**src/rtl/iic_pkg.sv**
```systemverilog
// Shared definitions for the I2C target: FSM state encodings, the default
// device address and the meaning of the R/W bit in the address byte.
package iic_pkg;

   typedef enum logic [3:0] {
      IDLE      = 4'd0,
      DEV       = 4'd1,
      DEV_ACK   = 4'd2,
      WADDR     = 4'd3,
      WADDR_ACK = 4'd4,
      WDATA     = 4'd5,
      WDATA_ACK = 4'd6,
      RDATA     = 4'd7,
      RACK      = 4'd8,
      WAIT_STOP = 4'd9
   } iic_state_t;

   localparam logic [6:0] IIC_DEF_DEV_ADDR = 7'b1010101;

   localparam logic IIC_WRITE = 1'b0;
   localparam logic IIC_READ  = 1'b1;

endpackage

```
**src/rtl/iic_slave_module_if.sv**
```systemverilog
// Bus pins and local register-bank port of the I2C target, bundled so the
// master side (bench or peripheral) and the target share one definition.
interface iic_slave_module_if #(parameter int AW = 4);

   logic          SCL;
   logic          SDA_In;
   logic          SDA_Oe;
   logic [AW-1:0] Reg_Addr;
   logic [7:0]    Reg_Data;
   logic          Wr_Done;
   logic [AW-1:0] Wr_Addr;
   logic [3:0]    SQ_i;

   modport slave (
      input  SCL, SDA_In, Reg_Addr,
      output SDA_Oe, Reg_Data, Wr_Done, Wr_Addr, SQ_i
   );

   modport master (
      output SCL, SDA_In, Reg_Addr,
      input  SDA_Oe, Reg_Data, Wr_Done, Wr_Addr, SQ_i
   );

endinterface

```
**src/rtl/iic_bus_sync.sv**
```systemverilog
// Two-flop synchroniser for SCL/SDA with a delay flop for edge detection;
// all strobes are registered, so a pin change shows up as a strobe 3 CLK later.
module iic_bus_sync (
   input  logic CLK,
   input  logic RST,
   input  logic SCL,
   input  logic SDA_In,
   output logic scl_rise,
   output logic scl_fall,
   output logic start_det,
   output logic stop_det,
   output logic sda_bit
);

   logic scl_s1, scl_s2, scl_d;
   logic sda_s1, sda_s2, sda_d;

   // The bus idles high, so the chain resets to 1 to avoid a false edge after reset.
   always_ff @(posedge CLK or posedge RST) begin
      if (RST) begin
         scl_s1    <= 1'b1;
         scl_s2    <= 1'b1;
         scl_d     <= 1'b1;
         sda_s1    <= 1'b1;
         sda_s2    <= 1'b1;
         sda_d     <= 1'b1;
         scl_rise  <= 1'b0;
         scl_fall  <= 1'b0;
         start_det <= 1'b0;
         stop_det  <= 1'b0;
         sda_bit   <= 1'b1;
      end else begin
         scl_s1    <= SCL;
         scl_s2    <= scl_s1;
         scl_d     <= scl_s2;
         sda_s1    <= SDA_In;
         sda_s2    <= sda_s1;
         sda_d     <= sda_s2;
         scl_rise  <= scl_s2 & ~scl_d;
         scl_fall  <= ~scl_s2 & scl_d;
         start_det <= sda_d & ~sda_s2 & scl_s2;
         stop_det  <= ~sda_d & sda_s2 & scl_s2;
         sda_bit   <= sda_s2;
      end
   end

endmodule

```
**src/rtl/iic_slave_module.sv**
```systemverilog
// I2C target: address match, byte writes into a local bank with an
// auto-incrementing word pointer, and sequential reads back out over SDA.
module iic_slave_module
   import iic_pkg::*;
#(
   parameter logic [6:0] DEV_ADDR = IIC_DEF_DEV_ADDR,
   parameter int         AW       = 4
) (
   input  logic               CLK,
   input  logic               RST,
   iic_slave_module_if.slave  bus
);

   localparam int DEPTH = 2 ** AW;

   logic          scl_rise, scl_fall, start_det, stop_det, sda_bit;
   iic_state_t    state;
   logic [3:0]    bit_cnt;
   logic [7:0]    shift;
   logic          rw;
   logic [AW-1:0] ptr;
   logic [AW-1:0] ptr_inc;
   logic [7:0]    bank [DEPTH];
   logic          sda_oe;
   logic [7:0]    reg_data;
   logic          wr_done;
   logic [AW-1:0] wr_addr;
   logic [7:0]    next_byte;

   iic_bus_sync u_sync (
      .CLK       (CLK),
      .RST       (RST),
      .SCL       (bus.SCL),
      .SDA_In    (bus.SDA_In),
      .scl_rise  (scl_rise),
      .scl_fall  (scl_fall),
      .start_det (start_det),
      .stop_det  (stop_det),
      .sda_bit   (sda_bit)
   );

   assign next_byte = {shift[6:0], sda_bit};
   assign ptr_inc   = ptr + 1'b1;

   // Protocol FSM; bank writes live here too so the whole bank clears on reset.
   // In the ACK states bit_cnt flags whether the ACK low is already being driven.
   always_ff @(posedge CLK or posedge RST) begin
      if (RST) begin
         state   <= IDLE;
         bit_cnt <= '0;
         shift   <= '0;
         rw      <= IIC_WRITE;
         ptr     <= '0;
         sda_oe  <= 1'b0;
         wr_done <= 1'b0;
         wr_addr <= '0;
         for (int i = 0; i < DEPTH; i++) bank[i] <= '0;
      end else begin
         wr_done <= 1'b0;
         if (stop_det) begin
            state   <= IDLE;
            sda_oe  <= 1'b0;
            bit_cnt <= '0;
         end else if (start_det) begin
            state   <= DEV;
            sda_oe  <= 1'b0;
            bit_cnt <= '0;
         end else begin
            case (state)
               DEV: if (scl_rise) begin
                  shift   <= next_byte;
                  bit_cnt <= bit_cnt + 4'd1;
                  if (bit_cnt == 4'd7) begin
                     bit_cnt <= '0;
                     if (next_byte[7:1] == DEV_ADDR) begin
                        rw    <= next_byte[0];
                        state <= DEV_ACK;
                     end else begin
                        state <= WAIT_STOP;
                     end
                  end
               end
               DEV_ACK, WADDR_ACK, WDATA_ACK: if (scl_fall) begin
                  if (bit_cnt == 4'd0) begin
                     sda_oe  <= 1'b1;
                     bit_cnt <= 4'd1;
                  end else begin
                     sda_oe  <= 1'b0;
                     bit_cnt <= '0;
                     if (state == DEV_ACK && rw == IIC_READ) begin
                        sda_oe  <= ~bank[ptr][7];
                        shift   <= {bank[ptr][6:0], 1'b0};
                        bit_cnt <= 4'd1;
                        state   <= RDATA;
                     end else if (state == DEV_ACK) begin
                        state <= WADDR;
                     end else begin
                        state <= WDATA;
                     end
                  end
               end
               WADDR: if (scl_rise) begin
                  shift   <= next_byte;
                  bit_cnt <= bit_cnt + 4'd1;
                  if (bit_cnt == 4'd7) begin
                     ptr     <= next_byte[AW-1:0];
                     bit_cnt <= '0;
                     state   <= WADDR_ACK;
                  end
               end
               WDATA: if (scl_rise) begin
                  shift   <= next_byte;
                  bit_cnt <= bit_cnt + 4'd1;
                  if (bit_cnt == 4'd7) begin
                     bank[ptr] <= next_byte;
                     wr_done   <= 1'b1;
                     wr_addr   <= ptr;
                     ptr       <= ptr_inc;
                     bit_cnt   <= '0;
                     state     <= WDATA_ACK;
                  end
               end
               RDATA: if (scl_fall) begin
                  if (bit_cnt == 4'd8) begin
                     sda_oe  <= 1'b0;
                     bit_cnt <= '0;
                     state   <= RACK;
                  end else begin
                     sda_oe  <= ~shift[7];
                     shift   <= {shift[6:0], 1'b0};
                     bit_cnt <= bit_cnt + 4'd1;
                  end
               end
               RACK: if (scl_rise) begin
                  if (!sda_bit) begin
                     ptr     <= ptr_inc;
                     shift   <= bank[ptr_inc];
                     bit_cnt <= '0;
                     state   <= RDATA;
                  end else begin
                     state <= WAIT_STOP;
                  end
               end
               WAIT_STOP: sda_oe <= 1'b0;
               default: state <= state;
            endcase
         end
      end
   end

   // Local read port: a same-cycle commit to the same index returns the old byte.
   always_ff @(posedge CLK or posedge RST) begin
      if (RST) reg_data <= '0;
      else     reg_data <= bank[bus.Reg_Addr];
   end

   assign bus.SDA_Oe   = sda_oe;
   assign bus.Reg_Data = reg_data;
   assign bus.Wr_Done  = wr_done;
   assign bus.Wr_Addr  = wr_addr;
   assign bus.SQ_i     = state;

endmodule

```
**src/flat_wrapper.sv**
```systemverilog
// flat-port wrapper written by rule: the top's interface ports become plain ports
module iic_slave_module_flat import iic_pkg::*;
#(
   parameter logic [6:0] DEV_ADDR = IIC_DEF_DEV_ADDR,
   parameter int         AW       = 4
)
  (CLK, RST, bus_SCL, bus_SDA_In, bus_Reg_Addr, bus_SDA_Oe, bus_Reg_Data, bus_Wr_Done, bus_Wr_Addr, bus_SQ_i);
  iic_slave_module_if #(.AW(AW)) bus_i ();
  input  logic CLK;
  input  logic RST;
  input wire logic [$bits(bus_i.SCL)-1:0] bus_SCL;
  input wire logic [$bits(bus_i.SDA_In)-1:0] bus_SDA_In;
  input wire logic [$bits(bus_i.Reg_Addr)-1:0] bus_Reg_Addr;
  output wire logic [$bits(bus_i.SDA_Oe)-1:0] bus_SDA_Oe;
  output wire logic [$bits(bus_i.Reg_Data)-1:0] bus_Reg_Data;
  output wire logic [$bits(bus_i.Wr_Done)-1:0] bus_Wr_Done;
  output wire logic [$bits(bus_i.Wr_Addr)-1:0] bus_Wr_Addr;
  output wire logic [$bits(bus_i.SQ_i)-1:0] bus_SQ_i;
  assign bus_i.SCL = bus_SCL;
  assign bus_i.SDA_In = bus_SDA_In;
  assign bus_i.Reg_Addr = bus_Reg_Addr;
  assign bus_SDA_Oe = bus_i.SDA_Oe;
  assign bus_Reg_Data = bus_i.Reg_Data;
  assign bus_Wr_Done = bus_i.Wr_Done;
  assign bus_Wr_Addr = bus_i.Wr_Addr;
  assign bus_SQ_i = bus_i.SQ_i;
  iic_slave_module #(.DEV_ADDR(DEV_ADDR), .AW(AW)) u_core (.CLK(CLK), .RST(RST), .bus(bus_i));
endmodule
```
**config.mk**
```make
export PLATFORM = sky130hd
export DESIGN_NAME = iic_slave_module_flat
export DESIGN_NICKNAME = d
export VERILOG_FILES = /design/src/rtl/iic_pkg.sv /design/src/rtl/iic_slave_module_if.sv /design/src/rtl/iic_bus_sync.sv /design/src/rtl/iic_slave_module.sv /design/src/flat_wrapper.sv
export SDC_FILE = /design/constraint.sdc
export NUM_CORES = 1
export LEC_CHECK = 0
export BUFFER_PORTS_ARGS = -buffer_cell sky130_fd_sc_hd__buf_2
export CORE_MARGIN = 4
export CORE_UTILIZATION = 45
export DETAILED_ROUTE_END_ITERATION = 10
export GPL_ROUTABILITY_DRIVEN = 1
export PLACE_DENSITY = 0.63
export SLEW_MARGIN = 10
export SYNTH_ARGS = -nofsm -noshare
export SYNTH_HDL_FRONTEND = slang
export SYNTH_SLANG_ARGS = --single-unit
export TNS_END_PERCENT = 30
```
**constraint.sdc**
```tcl
create_clock -name CLK -period 6.4 [get_ports CLK]
set_input_delay 0.64 -clock CLK [delete_from_list [all_inputs] [get_ports CLK]]
set_output_delay 0.64 -clock CLK [all_outputs]
set_load 0.03 [all_outputs]
```
==> summary.txt <==
CTS
  – Root Driver: clkbuf_16
  – CTS sink count: roughly 170
  – H-tree depth: 4
  – CTS tree: yes
  – # hold bufs at CTS: 0
  – Clock latency on the worst-skew pair: 0.43 ns
  – Max Root-Sink Buffers: 2
  – CTS Buf Count: 17
  – Post-CTS Setup Repair Bufs: 0
  – Cts repair resizes: 0
  – Clock-pin slew on the worst setup and hold paths: 0.07 ns

Timing
  – Slew HR: 0.293
  – Final setup TNS: 0 ns
  – Final hold slack: roughly 0.31 ns
  – Crit share post-route: 0.536
  – Tmin final: between 3 and 4 ns
  – RSZ-0062 raised after global routing: false
  – Final Hold Viols: 0
  – FMAX: 292 MHz
  – Worst-margin pin slew: 1.06 ns
  – Setup-failing EPs final: 0
  – Clock Skew: 0.0104 ns
  – Slew Limit Fails: 0

Power
  – Pleak: 4.78 nW
  – Worst VDD drop: 0.000190 V
  – PwrDens: 304 nW/um2

Yosys
  – Post-Syn Area: 10100 um2
  – Post-synth net total: 769
  – Synthesized flop and latch total: 173
  – Synth Area per Inst: 13.4 um2
  – Syn Inst Count: ~760
  – Synth cell types: 56
  – Count of flip-flops with a built-in enable after synthesis: 0
  – Post-synthesis sequential area ratio: 0.429
  – Post-synth ARST share: 1.00
  – Synth warn: 0
  – Top_reg_cell synth: dfrtp_1

Worst hold path
  – Min-Delay Path Depth: 1
  – Worst hold path class: primary input to register
  – Min-delay src: bus_SDA_In
  – Hold EP: u_core.u_sync.sda_s1$_DFF_PP1_

Routing
  – Wire per inst: around 25 um
  – Via Count: approximately 6800
  – Drt pass-1 iters: 5
  – Post-DR vias/cell: 6.59
  – DRC viols: 0
  – Final WL: 25.9 mm
  – First DRT Iteration DRCs: approximately 740
  – DRT antenna net count: 0

Setup path
  – R2R setup slack: about 3 ns
  – Startpoint Class: register
  – Critical Path AT: around 3.7 ns
  – Worst-path maximum fanout: 35
  – FF-to-FF End: u_core.shift[5]$_DFFE_PP0P_
  – Crit end category: register
  – R2r worst-path depth: 9
  – FF-to-FF Start: u_core.ptr[1]$_DFFE_PP0P_
  – Critical path data required time: between 6 and 7 ns
  – Critical path class: register to register

Status
  – Status: completed

Floorplanning
  – Die W: 158 um
  – Die Height: 158 um
  – Initial Util: 0.460
  – FP Rows: 54
  – IO Pins: 26
  – Core area: 22000 um2
  – Die area: 24900 um2

Finish
  – Most common cell after layout, fill and taps aside: dfrtp_1
  – Diodes inserted: 0
  – Net count, final: 757
  – Most frequent cells in the layout: dfrtp_1, mux2_2, mux4_2, nand2_1, nor2_1
  – Share of post-route cells with drive strength above 1: 0.422
  – Area growth syn-to-layout: 8.54%

Global routing
  – First-pass GRT wire length: 40.4 mm
  – Largest net degree at the start of global routing: about 100
  – GRT Util Overall: 0.215
  – Initial antenna violation count: 1
  – Number of global-route vias before repair: 6695
  – GRT overflow: 0

Placement
  – Buffers on Ports: 25
  – Hpwl dp: 16.9 mm
  – Routability congestion estimate from global placement: 0.879

Flow run
  – Max cap viols: 0
cell families after synthesis:
group,share of synthesized area
adder cells (fa/ha/maj),0.00743
flip-flops,0.429
multiplexers,0.397
AO/OA/AOI/OAI,0.0518
buffers and inverters,0.0369
AND/OR/NAND/NOR,0.0745
XOR/XNOR,0.00347
cell usage after synthesis, types with 3 or more instances:
| library cell | instances | area (um2) |
|---|---|---|
| nor3_1 | 3 | 15.0 |
| nand3_1 | 10 | 50.1 |
| dfstp_2 | 6 | 158 |
| nor2_1 | 33 | 124 |
| buf_1 | 7 | 26.3 |
| o22ai_1 | 17 | 106 |
| mux2_2 | 121 | 1360 |
| nand3b_1 | 3 | 22.5 |
| ha_1 | 6 | 75.1 |
| o311ai_0 | 3 | 26.3 |
| mux4_2 | 103 | 2320 |
| dfrtp_1 | 167 | 4180 |
| inv_1 | 24 | 90.1 |
| nor2b_1 | 4 | 25.0 |
| nand2_4 | 4 | 45.0 |
| mux2i_1 | 21 | 210 |
| buf_2 | 19 | 95.1 |
| clkbuf_1 | 35 | 131 |
| xor2_1 | 3 | 26.3 |
| mux2_1 | 10 | 113 |
| o21ai_0 | 20 | 100 |
| a31oi_1 | 7 | 43.8 |
| a21oi_1 | 29 | 145 |
| nand2_1 | 43 | 161 |
| and3_1 | 3 | 18.8 |
| nand2b_1 | 6 | 37.5 |
| or2_2 | 3 | 18.8 |
| nand2_2 | 8 | 50.1 |
final cells by class:
type / count / area (um2)
sequential: 173 / 4340
clock inverter: 14 / 158
inverter: 25 / 98.8
fill: 1817 / 11000
clock buffer: 18 / 429
multi-input combinational: 493 / 5400
timing repair buffer: 33 / 185
tap: 280 / 350
stage by stage:
stage | area [um2] | cells | power, mW | util | setup slack [ns]
4_1_cts | 11000 | 1036 | 3.34 | 0.499 | 2.90
3_5_place_dp | 10400 | 1004 | 2.29 | 0.472 | 2.92
3_3_place_gp | 10400 | 1004 | 2.27 | 0.472 | 3.05
6_report | 11000 | 1036 | 3.33 | 0.499 | 2.97
5_1_grt | 11000 | 1036 | 3.48 | 0.499 | 2.74
2_1_floorplan | 10100 | 755 | 2.05 | - | 1.08
critical path, cell delays in order (launching register included):
cell and delay (ns):
dfrtp_1 0.32, buf_4 0.47, inv_1 0.25, ha_2 0.64, buf_4 0.48, mux4_2 0.56
mux2i_1 0.21, o22ai_1 0.11, nor2_1 0.12, a31oi_1 0.09
how the worst max path moves through the flow:
stage | slack, ns | cells past startpoint | startpoint | end
floorplan | 1.08 | 1 | RST | u_core.bank[0]$_DFFE_PP0P_
global placement | 3.05 | 9 | u_core.ptr[1]$_DFFE_PP0P_ | u_core.shift[5]$_DFFE_PP0P_
detailed placement | 2.92 | 9 | u_core.ptr[1]$_DFFE_PP0P_ | u_core.shift[5]$_DFFE_PP0P_
CTS | 2.90 | 9 | u_core.ptr[1]$_DFFE_PP0P_ | u_core.shift[5]$_DFFE_PP0P_
global route | 2.74 | 9 | u_core.ptr[1]$_DFFE_PP0P_ | u_core.shift[5]$_DFFE_PP0P_
finish | 2.97 | 9 | u_core.ptr[1]$_DFFE_PP0P_ | u_core.shift[5]$_DFFE_PP0P_
where the power goes:
| group | internal, mW | switching [mW] | leakage, nW |
|---|---|---|---|
| Combinational | 0.352 | 0.549 | 2.13 |
| Sequential | 1.15 | 0.228 | 2.36 |
| Clock | 0.585 | 0.462 | 0.289 |
per-layer routing:
metal / GRT usage / up-vias / wire (um)
li1: - / 2860 / -
met1: 0.317 / 3587 / 11300
met2: 0.327 / 343 / 12100
met3: 0.0440 / 34 / 2110
met4: 0.0610 / 2 / 444
met5: 0 / - / 13
flip-flops by register name, indices dropped and copies added, names as in the netlist, 4 cells and up:
name,cells
u_core.bus.Wr_Addr,4
u_core.shift,8
u_core.bus.SQ_i,4
u_core.bus.Reg_Data,8
u_core.ptr,4
u_core.bit_cnt,4
u_core.bank,128
Note: power is estimated with default switching activity, not from simulation.
